**config.mk**
```make
export PLATFORM = sky130hd
export DESIGN_NAME = vector_accum
export DESIGN_NICKNAME = d
export VERILOG_FILES = /design/src/rtl/vector_accum_pkg.sv /design/src/rtl/vector_accum_lane.sv /design/src/rtl/vector_accum.sv
export SDC_FILE = /design/constraint.sdc
export NUM_CORES = 1
export LEC_CHECK = 0
export ABC_AREA = 1
export CAP_MARGIN = 10
export CORE_MARGIN = 4
export CORE_UTILIZATION = 50
export DETAILED_ROUTE_END_ITERATION = 7
export PLACE_DENSITY = 0.79
export SLEW_MARGIN = 0
export SYNTH_ARGS = -nofsm -noshare
export SYNTH_HDL_FRONTEND = slang
export SYNTH_SLANG_ARGS = --single-unit
```
**constraint.sdc**
```tcl
create_clock -name clk -period 2.6 [get_ports clk]
set_input_delay 0.52 -clock clk [delete_from_list [all_inputs] [get_ports clk]]
set_output_delay 0.52 -clock clk [all_outputs]
set_load 0.02 [all_outputs]
```
**src/rtl/vector_accum_pkg.sv**
```systemverilog
// -----------------------------------------------------------------------------
// vector_accum_pkg
// Shared types and width helpers for the vector_accum block.
//   state_e      : frame FSM state (ACCUM collects beats, EMIT holds a result)
//   total_width  : width of the cross-lane total, sized so the sum of all lanes
//                  at their maximum value can never overflow
//   count_width  : width of the beat counter, able to hold 0..frame_len
// -----------------------------------------------------------------------------
package vector_accum_pkg;

  typedef enum logic [0:0] {
    ACCUM = 1'b0,
    EMIT  = 1'b1
  } state_e;

  function automatic int total_width(input int acc_width, input int channels);
    return acc_width + $clog2(channels) + 1;
  endfunction

  function automatic int count_width(input int frame_len);
    return $clog2(frame_len + 1);
  endfunction

endpackage

```
**src/rtl/vector_accum_lane.sv**
```systemverilog
// -----------------------------------------------------------------------------
// vector_accum_lane
// One lane of the vector accumulator: accumulator register, adder, carry-out
// detect, sticky per-frame overflow flag and wrap/saturate handling.
// Build option: VECTOR_ACCUM_SATURATE_EN defined -> an overflowing add clamps
// the lane to all-ones (and it stays there, since any further non-zero add
// overflows again); undefined -> the lane wraps modulo 2^ACC_WIDTH.
// Ports:
//   clk, reset_l : clock, asynchronous active-low reset
//   load_zero    : zero accumulator and flag at the next edge (wins over enable)
//   enable       : add in_data to the accumulator at the next edge
//   in_data      : unsigned lane input
//   value        : accumulator as it stands after this cycle's update
//   overflow     : frame overflow flag as it stands after this cycle's update
// -----------------------------------------------------------------------------
module vector_accum_lane #(
  parameter int WIDTH     = 8,
  parameter int ACC_WIDTH = 16
) (
  input  logic                 clk,
  input  logic                 reset_l,
  input  logic                 load_zero,
  input  logic                 enable,
  input  logic [WIDTH-1:0]     in_data,
  output logic [ACC_WIDTH-1:0] value,
  output logic                 overflow
);

  logic [ACC_WIDTH-1:0] acc_r;
  logic [ACC_WIDTH-1:0] acc_nxt_s;
  logic                 ovf_r;
  logic                 ovf_nxt_s;
  logic [ACC_WIDTH:0]   sum_s;
  logic                 carry_s;

  // One extra bit on the adder captures the carry out of the accumulator.
  assign sum_s   = {1'b0, acc_r} + {{(ACC_WIDTH + 1 - WIDTH){1'b0}}, in_data};
  assign carry_s = sum_s[ACC_WIDTH];

  // Next accumulator value and sticky overflow flag.
  always_comb begin
    acc_nxt_s = acc_r;
    ovf_nxt_s = ovf_r;
    if (load_zero) begin
      acc_nxt_s = '0;
      ovf_nxt_s = 1'b0;
    end else if (enable) begin
      if (carry_s) begin
`ifdef VECTOR_ACCUM_SATURATE_EN
        acc_nxt_s = '1;
`else
        acc_nxt_s = sum_s[ACC_WIDTH-1:0];
`endif
        ovf_nxt_s = 1'b1;
      end else begin
        acc_nxt_s = sum_s[ACC_WIDTH-1:0];
        ovf_nxt_s = ovf_r;
      end
    end else begin
      acc_nxt_s = acc_r;
      ovf_nxt_s = ovf_r;
    end
  end

  // Accumulator and flag registers.
  always_ff @(posedge clk or negedge reset_l) begin
    if (!reset_l) begin
      acc_r <= '0;
      ovf_r <= 1'b0;
    end else begin
      acc_r <= acc_nxt_s;
      ovf_r <= ovf_nxt_s;
    end
  end

  assign value    = acc_nxt_s;
  assign overflow = ovf_nxt_s;

endmodule

```
**src/rtl/vector_accum.sv**
```systemverilog
// -----------------------------------------------------------------------------
// vector_accum
// Multi-channel vector accumulator. Accepts CHANNELS-lane beats under
// valid/ready, sums each lane over FRAME_LEN accepted beats, then presents the
// per-lane sums, a full-width cross-lane total and an overflow flag until the
// consumer takes them. No new beat is accepted while a result is pending.
// Build option: VECTOR_ACCUM_SATURATE_EN (see vector_accum_lane) selects lane
// saturation instead of wrap on overflow.
// Ports:
//   clk, reset_l  : clock, asynchronous active-low reset
//   clear         : synchronous frame abort, beats with clear are dropped
//   in_valid/in_ready/in_data   : input beat handshake, lane k at [k*WIDTH +: WIDTH]
//   out_valid/out_ready         : result handshake
//   out_sum       : lane k sum at [k*ACC_WIDTH +: ACC_WIDTH]
//   out_total     : sum of all out_sum lanes
//   out_overflow  : at least one lane overflowed during the frame
// All outputs are driven straight from registers.
// -----------------------------------------------------------------------------
module vector_accum
  import vector_accum_pkg::*;
#(
  parameter int WIDTH     = 8,
  parameter int CHANNELS  = 2,
  parameter int ACC_WIDTH = 16,
  parameter int FRAME_LEN = 4
) (
  input  logic                                          clk,
  input  logic                                          reset_l,
  input  logic                                          clear,
  input  logic                                          in_valid,
  output logic                                          in_ready,
  input  logic [CHANNELS*WIDTH-1:0]                     in_data,
  output logic                                          out_valid,
  input  logic                                          out_ready,
  output logic [CHANNELS*ACC_WIDTH-1:0]                 out_sum,
  output logic [total_width(ACC_WIDTH, CHANNELS)-1:0]   out_total,
  output logic                                          out_overflow
);

  localparam int TOT_W = total_width(ACC_WIDTH, CHANNELS);
  localparam int CNT_W = count_width(FRAME_LEN);

  state_e                        state_r;
  state_e                        state_nxt_s;
  logic [CNT_W-1:0]              cnt_r;
  logic [CNT_W-1:0]              cnt_nxt_s;
  logic                          in_ready_r;
  logic                          out_valid_r;
  logic [CHANNELS*ACC_WIDTH-1:0] out_sum_r;
  logic [TOT_W-1:0]              out_total_r;
  logic                          out_overflow_r;

  logic                          accept_s;
  logic                          last_beat_s;
  logic                          frame_end_s;
  logic                          consume_s;
  logic                          lane_zero_s;
  logic [CHANNELS*ACC_WIDTH-1:0] lane_val_s;
  logic [CHANNELS-1:0]           lane_ovf_s;
  logic [TOT_W-1:0]              total_s;
  logic                          any_ovf_s;

  // clear masks the handshake so a beat presented with it is never counted.
  assign accept_s    = in_valid && in_ready_r && !clear;
  assign last_beat_s = (cnt_r == CNT_W'(FRAME_LEN - 1));
  assign frame_end_s = accept_s && last_beat_s;
  assign consume_s   = (state_r == EMIT) && out_ready && !clear;
  assign lane_zero_s = clear || consume_s;

  for (genvar k = 0; k < CHANNELS; k++) begin : g_lane
    vector_accum_lane #(
      .WIDTH     (WIDTH),
      .ACC_WIDTH (ACC_WIDTH)
    ) u_lane (
      .clk       (clk),
      .reset_l   (reset_l),
      .load_zero (lane_zero_s),
      .enable    (accept_s),
      .in_data   (in_data[k*WIDTH +: WIDTH]),
      .value     (lane_val_s[k*ACC_WIDTH +: ACC_WIDTH]),
      .overflow  (lane_ovf_s[k])
    );
  end

  // Cross-lane total of the post-update lane values, at full width.
  always_comb begin
    total_s   = '0;
    any_ovf_s = |lane_ovf_s;
    for (int k = 0; k < CHANNELS; k++) begin
      total_s = total_s + TOT_W'(lane_val_s[k*ACC_WIDTH +: ACC_WIDTH]);
    end
  end

  // Frame FSM next state and beat counter.
  always_comb begin
    state_nxt_s = state_r;
    cnt_nxt_s   = cnt_r;
    if (clear) begin
      state_nxt_s = ACCUM;
      cnt_nxt_s   = '0;
    end else begin
      case (state_r)
        ACCUM: begin
          if (accept_s) begin
            if (last_beat_s) begin
              state_nxt_s = EMIT;
              cnt_nxt_s   = '0;
            end else begin
              state_nxt_s = ACCUM;
              cnt_nxt_s   = cnt_r + CNT_W'(1);
            end
          end else begin
            state_nxt_s = ACCUM;
            cnt_nxt_s   = cnt_r;
          end
        end
        EMIT: begin
          if (out_ready) begin
            state_nxt_s = ACCUM;
          end else begin
            state_nxt_s = EMIT;
          end
        end
        default: begin
          state_nxt_s = ACCUM;
          cnt_nxt_s   = '0;
        end
      endcase
    end
  end

  // State, handshake flags and result registers.
  always_ff @(posedge clk or negedge reset_l) begin
    if (!reset_l) begin
      state_r        <= ACCUM;
      cnt_r          <= '0;
      in_ready_r     <= 1'b1;
      out_valid_r    <= 1'b0;
      out_sum_r      <= '0;
      out_total_r    <= '0;
      out_overflow_r <= 1'b0;
    end else begin
      state_r     <= state_nxt_s;
      cnt_r       <= cnt_nxt_s;
      in_ready_r  <= (state_nxt_s == ACCUM);
      out_valid_r <= (state_nxt_s == EMIT);
      if (lane_zero_s) begin
        out_sum_r      <= '0;
        out_total_r    <= '0;
        out_overflow_r <= 1'b0;
      end else if (frame_end_s) begin
        out_sum_r      <= lane_val_s;
        out_total_r    <= total_s;
        out_overflow_r <= any_ovf_s;
      end
    end
  end

  assign in_ready     = in_ready_r;
  assign out_valid    = out_valid_r;
  assign out_sum      = out_sum_r;
  assign out_total    = out_total_r;
  assign out_overflow = out_overflow_r;

endmodule

```
==> results of run 1 <==
## synth_stat cells
library cell  number
nor2_1            60
nand4_1            5
xor2_1             1
nor4_1             2
dfrtp_1           88
a21o_1             2
clkbuf_1           3
and3_1             6
inv_2              6
nor3_1             8
conb_1             1
buf_2              9
nor2_4             2
o21ai_0           42
buf_4              4
a21oi_4            1
o21a_1             1
nand2_4            1
nor2_8             1
inv_1             97
a21oi_1           35
o21bai_1           3
xnor2_1            3
fa_1               3
a22o_1             2
dfstp_2            1
or2_2              1
nand3_1           70
o21ai_1            6
ha_1              33
nand2_1          256
o41ai_1            1
a211oi_1           1
nand3b_1           4
buf_6              1
o211ai_1           4
## what timing repair did
item | in CTS | in global routing
buffers inserted | 19 | 8
pin swaps | 63 | 54
setup endpoints to repair | 15 | 16
cloned | 0 | 0
gates resized for setup | 128 | 87
## layer usage
metal | part of all wire, % | up-vias
met5 | 0 | -
met4 | 3.2 | 0
met3 | 5.0 | 55
met2 | 49 | 200
met1 | 43 | 2790
li1 | - | 2843
## power groups by stage
stage	clock, W	combinational [W]	sequential (W)
finish	0.000928	0.00110	0.00148
global route	0.00101	0.00118	0.00149
CTS	0.000951	0.000968	0.00148
detailed placement	0	0.000831	0.00150
global placement	0	0.000818	0.00150
floorplan	0	0.000407	0.00152
## sequential cells by signal, indices dropped and copies added, names as in the netlist
signal and count:
out_valid 1, g_lane.u_lane.acc_r 32, cnt_r 3, g_lane.u_lane.ovf_r 2, out_total 17, out_sum 32
in_ready 1, out_overflow 1
## per-stage QoR
step           worst slack (ns)  TNS, ns
3_5_place_dp            -0.9067   -11.56
3_3_place_gp            -0.9157   -11.38
6_report                -0.2772   -1.960
4_1_cts                 -0.1425  -0.8035
5_1_grt                 -0.4140   -3.842
2_1_floorplan          -0.06295  -0.2443
## cell usage in the layout (no fill, tap or decap), drive strengths merged, types with 6 or more instances in the layout
master           n
inv            103
o21ai           48
a21oi           36
dlygate4sd2     16
and3             6
dfrtp           88
nand3           70
clkdlybuf4s50   55
buf            140
ha              33
clkbuf          12
nor3             8
nand2          257
nor2            63
## layout make-up
cell class | instances | area, sq um
multi-input cells | 555 | 3796
flip-flops and latches | 89 | 2230
fillers | 709 | 2193
repair buffers | 211 | 1826
inverters | 103 | 389.1
well taps | 140 | 175.2
clock buffers | 12 | 155.1
clock inverters | 4 | 28.78
## how the worst max path moves through the flow
| stage | startpoint | to | slack [ns] | cells past startpoint |
|---|---|---|---|---|
| 2_1_floorplan | in_data[8] | out_total[13] | -0.06 | 19 |
| 3_3_place_gp | in_data[6] | out_total[16] | -0.92 | 23 |
| 3_5_place_dp | in_data[8] | out_total[13] | -0.91 | 20 |
| 4_1_cts | g_lane[1].u_lane.acc_r[0] | out_total[13] | -0.14 | 18 |
| 5_1_grt | g_lane[1].u_lane.acc_r[0] | out_total[12] | -0.41 | 19 |
| 6_report | g_lane[1].u_lane.acc_r[0] | out_total[12] | -0.28 | 19 |
## cells by family (layout without fill, tap and decap cells)
group | after synthesis | after routing
simple gates | 416 | 416
buf+inv | 120 | 330
compound gates | 98 | 98
flops | 89 | 89
fa+ha+maj | 36 | 36
xor+xnor | 4 | 4
other cells | 1 | 1
## worst max-delay path: cells and delay by family, from the launching register on
kind,cells,cell delay (ns)
flops,1,0.45
simple gates,11,1.06
buf+inv,2,0.24
compound gates,3,0.19
fa+ha+maj,3,0.84
==> flow_summary.ini, run 1 <==
[timing]
clock_skew_ns = 0.009883
setup_viol = 14
maxSlewViolCount = 0
max_freq_mhz = 347.6
fin_ws_ns = -0.2772
fin_crit_sh_pct = 110.7
rsz0062_at_grt = yes
finalHoldViolations = 0
fin_crit_ns = 2.877
hold_slack_ns = 0.07314

[synthesis]
netlist_area_sq_mm = 0.005513
synthAdderAreaFrac_pct = 8.579
yosys_register_bits = 89
synth.net_count = 821
synth_mux_area_share_pct = 0
yosysSeqAreaShare_pct = 40.42
synthXorXnorAreaFrac_pct = 0.6355
syn_inst = 764
synth_area_leaders = dfrtp_1, nand2_1, ha_1, inv_1, nand3_1
synth_top_area_share_pct = 39.95
synth_top_family_by_area = simple AND/OR/NAND/NOR gates
synth.distinct_cells = 36
synth_top_area_cell = dfrtp_1
ys_warn_count = 0
synth_area_per_cell_sq_um = 7.216
yosys.area_share.simple_pct = 31.71
synth_compound_area_share_pct = 9.805

[die]
start_util_pct = 51.08
std_cell_rows = 38
fp.dieW_um = 113
die_area_sq_mm = 0.01277
core_area_sq_mm = 0.01079
die-height_um = 113
io_pins = 74

[power_and_ir_drop]
p_total_w = 0.003503
p_per_area_mw_per_mm2 = 407.3
power.leakage_nw = 4.351
pwr-share-clk_pct = 26.5
comb_power_share_pct = 31.3
internal-power_w = 0.002332
ir_worst_vdd_mv = 0.3388
p_sw_share_pct = 33.41
p_seq_share_pct = 42.2
power.switching_w = 0.001170

[global_route]
grt_pass1_vias = 6128
grt_antenna_before_repair = 0
met1_usage_pct = 35.70
use_met3_pct = 5.455
overflow = 0
grt_pass1_wl_mm = 28.76
busiest_layer = met2
grt_max_degree = 40
grt_use_met2_pct = 48.14
grtUsageTotal_pct = 28.33

[worst_setup_path]
crit_chain = ha_4 -> fa_2 -> nand2_2 -> nand2_4 -> nand3_4 -> nand2_4 -> nand2_4 -> a21oi_2 -> o21ai_2 -> inv_2 -> ha_4 -> nand2_2 -> buf_4 -> nor2_1 -> nand2_2 -> nand2_4 -> nand2_1 -> nand2_1 -> o21ai_1
r2r_cells = 19
worstSetupPathType = reg -> reg
r2r_slack_ns = -0.28
crit_required_ns = 2.88
regToRegEndpoint = out_total[12]
cp.arrival_ns = 3.16
cpMostUsedCell = nand2_4
cp_max_fo = 4
cp-start-kind = register
slowest_delay_ns = 0.45
crit_slowest_cell = dfrtp_2
r2r_start = g_lane[1].u_lane.acc_r[0]
end_kind = register

[placement]
place_congestion = 0.9050
portBuffers = 72
dp.cells = 1073
place_area_sq_mm = 0.007386
place_hpwl_mm = 12.65

[min_path]
hp-class = in -> async

[clocking]
clockBufferDepth = 2
root_buffer = clkbuf_8
holdBufCountCts = 0
cts.sinks = 89
clk_latency_ns = 0.38
ctsHtreeMaxLevel = 3
cts_tree = yes
cts.clk_slew.worst_paths_ns = 0.09
cts_made_buffers = 9

[detailed_routing]
drtAntennaViolNets = 0
drtIter0Drc = 357
wl_per_cell_um = 16.44
route.detailed.drc = 0
wl_mm = 18.31
num_vias = 5888
vias_per_cell = 5.285
firstDrtPassIters = 5

[run_status]
status = complete, but fails checks
violations = setup timing

[layout]
diodes = 0
final_area_sq_mm = 0.008600
drive_above_1_share_pct = 34.19
num-nets-final = 1026
utilization_pct = 79.68
areaGrowthSynthToFinish_pct = 55.99
layout.cells.non_filler = 1114

[run]
drv_cap = 0
Power figures use the tool's default switching activity.
==> inputs of run 2 (changes only) <==
--- a/config.mk
+++ b/config.mk
@@ -8,9 +8,10 @@
 export ABC_AREA = 1
 export CAP_MARGIN = 10
 export CORE_MARGIN = 4
-export CORE_UTILIZATION = 50
+export CORE_UTILIZATION = 45
 export DETAILED_ROUTE_END_ITERATION = 7
-export PLACE_DENSITY = 0.79
+export MAX_ROUTING_LAYER = met4
+export PLACE_DENSITY = 0.72
 export SLEW_MARGIN = 0
 export SYNTH_ARGS = -nofsm -noshare
 export SYNTH_HDL_FRONTEND = slang
==> run 2 against run 1 <==
Against the previous run:
- the run still ends with setup timing left
- core utilization decreased by 7.4 points
- die area rose by 10%
- worst hold slack better by 0.067 ns
- via count increased by 0.76%
- fmax is 2.0% higher
- wire length is 3.5% lower
- non-clock buffer count increased by 13
- sequential share of layout area decreased by 0.23 points
- critical path depth increased by 2
- first-iteration DRC count fell by 0.56%
- sequential power barely moved
- worst setup slack improved by 0.057 ns
==> flow_summary.ini, run 2 (synthesized netlist as in run 1, its figures left out) <==
[layout]
fillers = 898
drive_above_1_share_pct = 34.45
final_area_sq_mm = 0.008676
final_cell_mix = nand2_1, buf_4, dfrtp_1
multi_input_area_sq_mm = 0.003652
regArea_sq_mm = 0.002230
mostFrequentLayoutCell = nand2_1
num-nets-final = 1039
areaGrowthSynthToFinish_pct = 57.38
diodes = 0

[power_and_ir_drop]
power.switching_w = 0.001163
p_seq_share_pct = 38.5
p_per_area_mw_per_mm2 = 444.1
ir_worst_vdd_mv = 0.3394
internal-power_w = 0.002690
pwr-share-clk_pct = 33.9
comb_power_share_pct = 27.6
p_sw_share_pct = 30.19
power.leakage_nw = 4.433

[clocking]
cts_made_buffers = 9
clockBufferDepth = 2
cts.clk_slew.worst_paths_ns = 0.06
cts_tree = yes
root_buffer = clkbuf_16
cts.sinks = 89
holdBufCountCts = 0
ctsHtreeMaxLevel = 3
clk_latency_ns = 0.35

[timing]
fin_crit_sh_pct = 108.5
setup_viol = 11
fin_crit_ns = 2.820
finalHoldViolations = 0
setup_tns_ns = -1.569
rsz0062_at_grt = yes
clock_skew_ns = 0.004744
max_freq_mhz = 354.6
maxSlewViolCount = 0
fin_ws_ns = -0.2198

[placement]
place_congestion = 0.9501
place_area_sq_mm = 0.007455
pre_cts_slack_ns = -0.9536
portBuffers = 72
place_hpwl_mm = 12.53

[die]
die_area_sq_mm = 0.01408
std_cell_rows = 40
die-height_um = 118.7
start_util_pct = 45.90
io_pins = 74
fp.dieW_um = 118.7
core_area_sq_mm = 0.01201

[detailed_routing]
drtAntennaViolNets = 0
wl_mm = 17.67
num_vias = 5933
drtIter0Drc = 355
firstDrtPassIters = 5
route.detailed.drc = 0
wl_per_cell_um = 15.58
vias_per_cell = 5.232

[global_route]
grt_pass1_wl_mm = 29.22
grt_pass1_vias = 6172
grt_max_degree = 50
grt_antenna_before_repair = 0
overflow = 0
grtUsageTotal_pct = 26.34

[worst_setup_path]
worstSetupPathType = reg -> reg
cp_max_fo = 4
cp-start-kind = register
crit_required_ns = 2.84
end_kind = register
cp.arrival_ns = 3.06

[min_path]
hp-class = in -> async

[run_status]
status = complete, but fails checks
violations = setup timing

[run]
drv_cap = 0
-- run 2: what timing repair did --
| item | CTS | global route |
|---|---|---|
| endpoints found under the setup margin | 15 | 16 |
| gates cloned | 0 | 0 |
| hold endpoints to repair | 0 | 0 |
| buffers inserted | 19 | 13 |
| resized for setup | 128 | 58 |
| pin swaps | 51 | 33 |
-- run 2: cell type report --
class | instances | share of cell area, %
clock inverters | 3 | 0.2596
flip-flops and latches | 89 | 25.70
clock buffers | 13 | 3.230
multi-input cells | 555 | 42.10
inverters | 103 | 4.456
repair buffers | 224 | 22.14
well taps | 147 | 2.120
-- run 2: through the flow --
stage	hold WS, ns	power [W]	instances	util [%]
3_3_place_gp	0.4622	0.002318	1088	62.06
5_1_grt	0.1620	0.004048	1134	72.23
4_1_cts	0.1428	0.003790	1123	69.72
2_1_floorplan	0.2244	0.001931	764	-
6_report	0.1402	0.003853	1134	72.23
3_5_place_dp	0.4662	0.002334	1088	62.06
-- run 2: path summary, 6_finish.rpt --
path / start / endpoint / slack (ns) / depth (start not counted)
setup / recovery: g_lane[1].u_lane.acc_r[0] / out_total[16] / -0.22 / 21
hold / removal: reset_l / g_lane[1].u_lane.acc_r[4] / 0.14 / 1
setup reg to reg: g_lane[1].u_lane.acc_r[0] / out_total[16] / -0.22 / 21
hold reg to reg: out_sum[22] / out_sum[22] / 0.47 / 2
max in group asynchronous: reset_l / out_sum[26] / 1.82 / 2
min in group clk: out_sum[22] / out_sum[22] / 0.47 / 2
-- run 2: power by group through the flow --
stage,Sequential [W],Clock (W),Combinational [W]
5_1_grt,0.00149,0.00140,0.00116
3_5_place_dp,0.00150,0,0.000835
4_1_cts,0.00148,0.00134,0.000972
3_3_place_gp,0.00150,0,0.000821
6_report,0.00148,0.00131,0.00106
2_1_floorplan,0.00152,0,0.000407
-- run 2: worst max-delay path, stage by stage, from the launching register on --
cell	delay [ns]
dfrtp_2	0.45
ha_4	0.18
fa_2	0.36
nand2_2	0.10
nand2_2	0.08
nand2_4	0.09
o21ai_4	0.07
a21oi_2	0.15
o21ai_2	0.08
nand2_1	0.08
inv_2	0.07
ha_4	0.27
nand2_4	0.12
nor2_4	0.05
nor2_2	0.12
nand2_2	0.08
nand2_2	0.09
nand2_4	0.06
nand2_1	0.06
nand2_1	0.05
nand2_1	0.05
nand2_1	0.05
-- run 2: routing by layer --
metal,GRT usage (%),wire (um),vias up
met4,9.920,473,0
li1,-,-,2889
met2,43.06,8536,196
met5,-,0,-
met3,4.689,936,40
met1,32.69,7723,2808
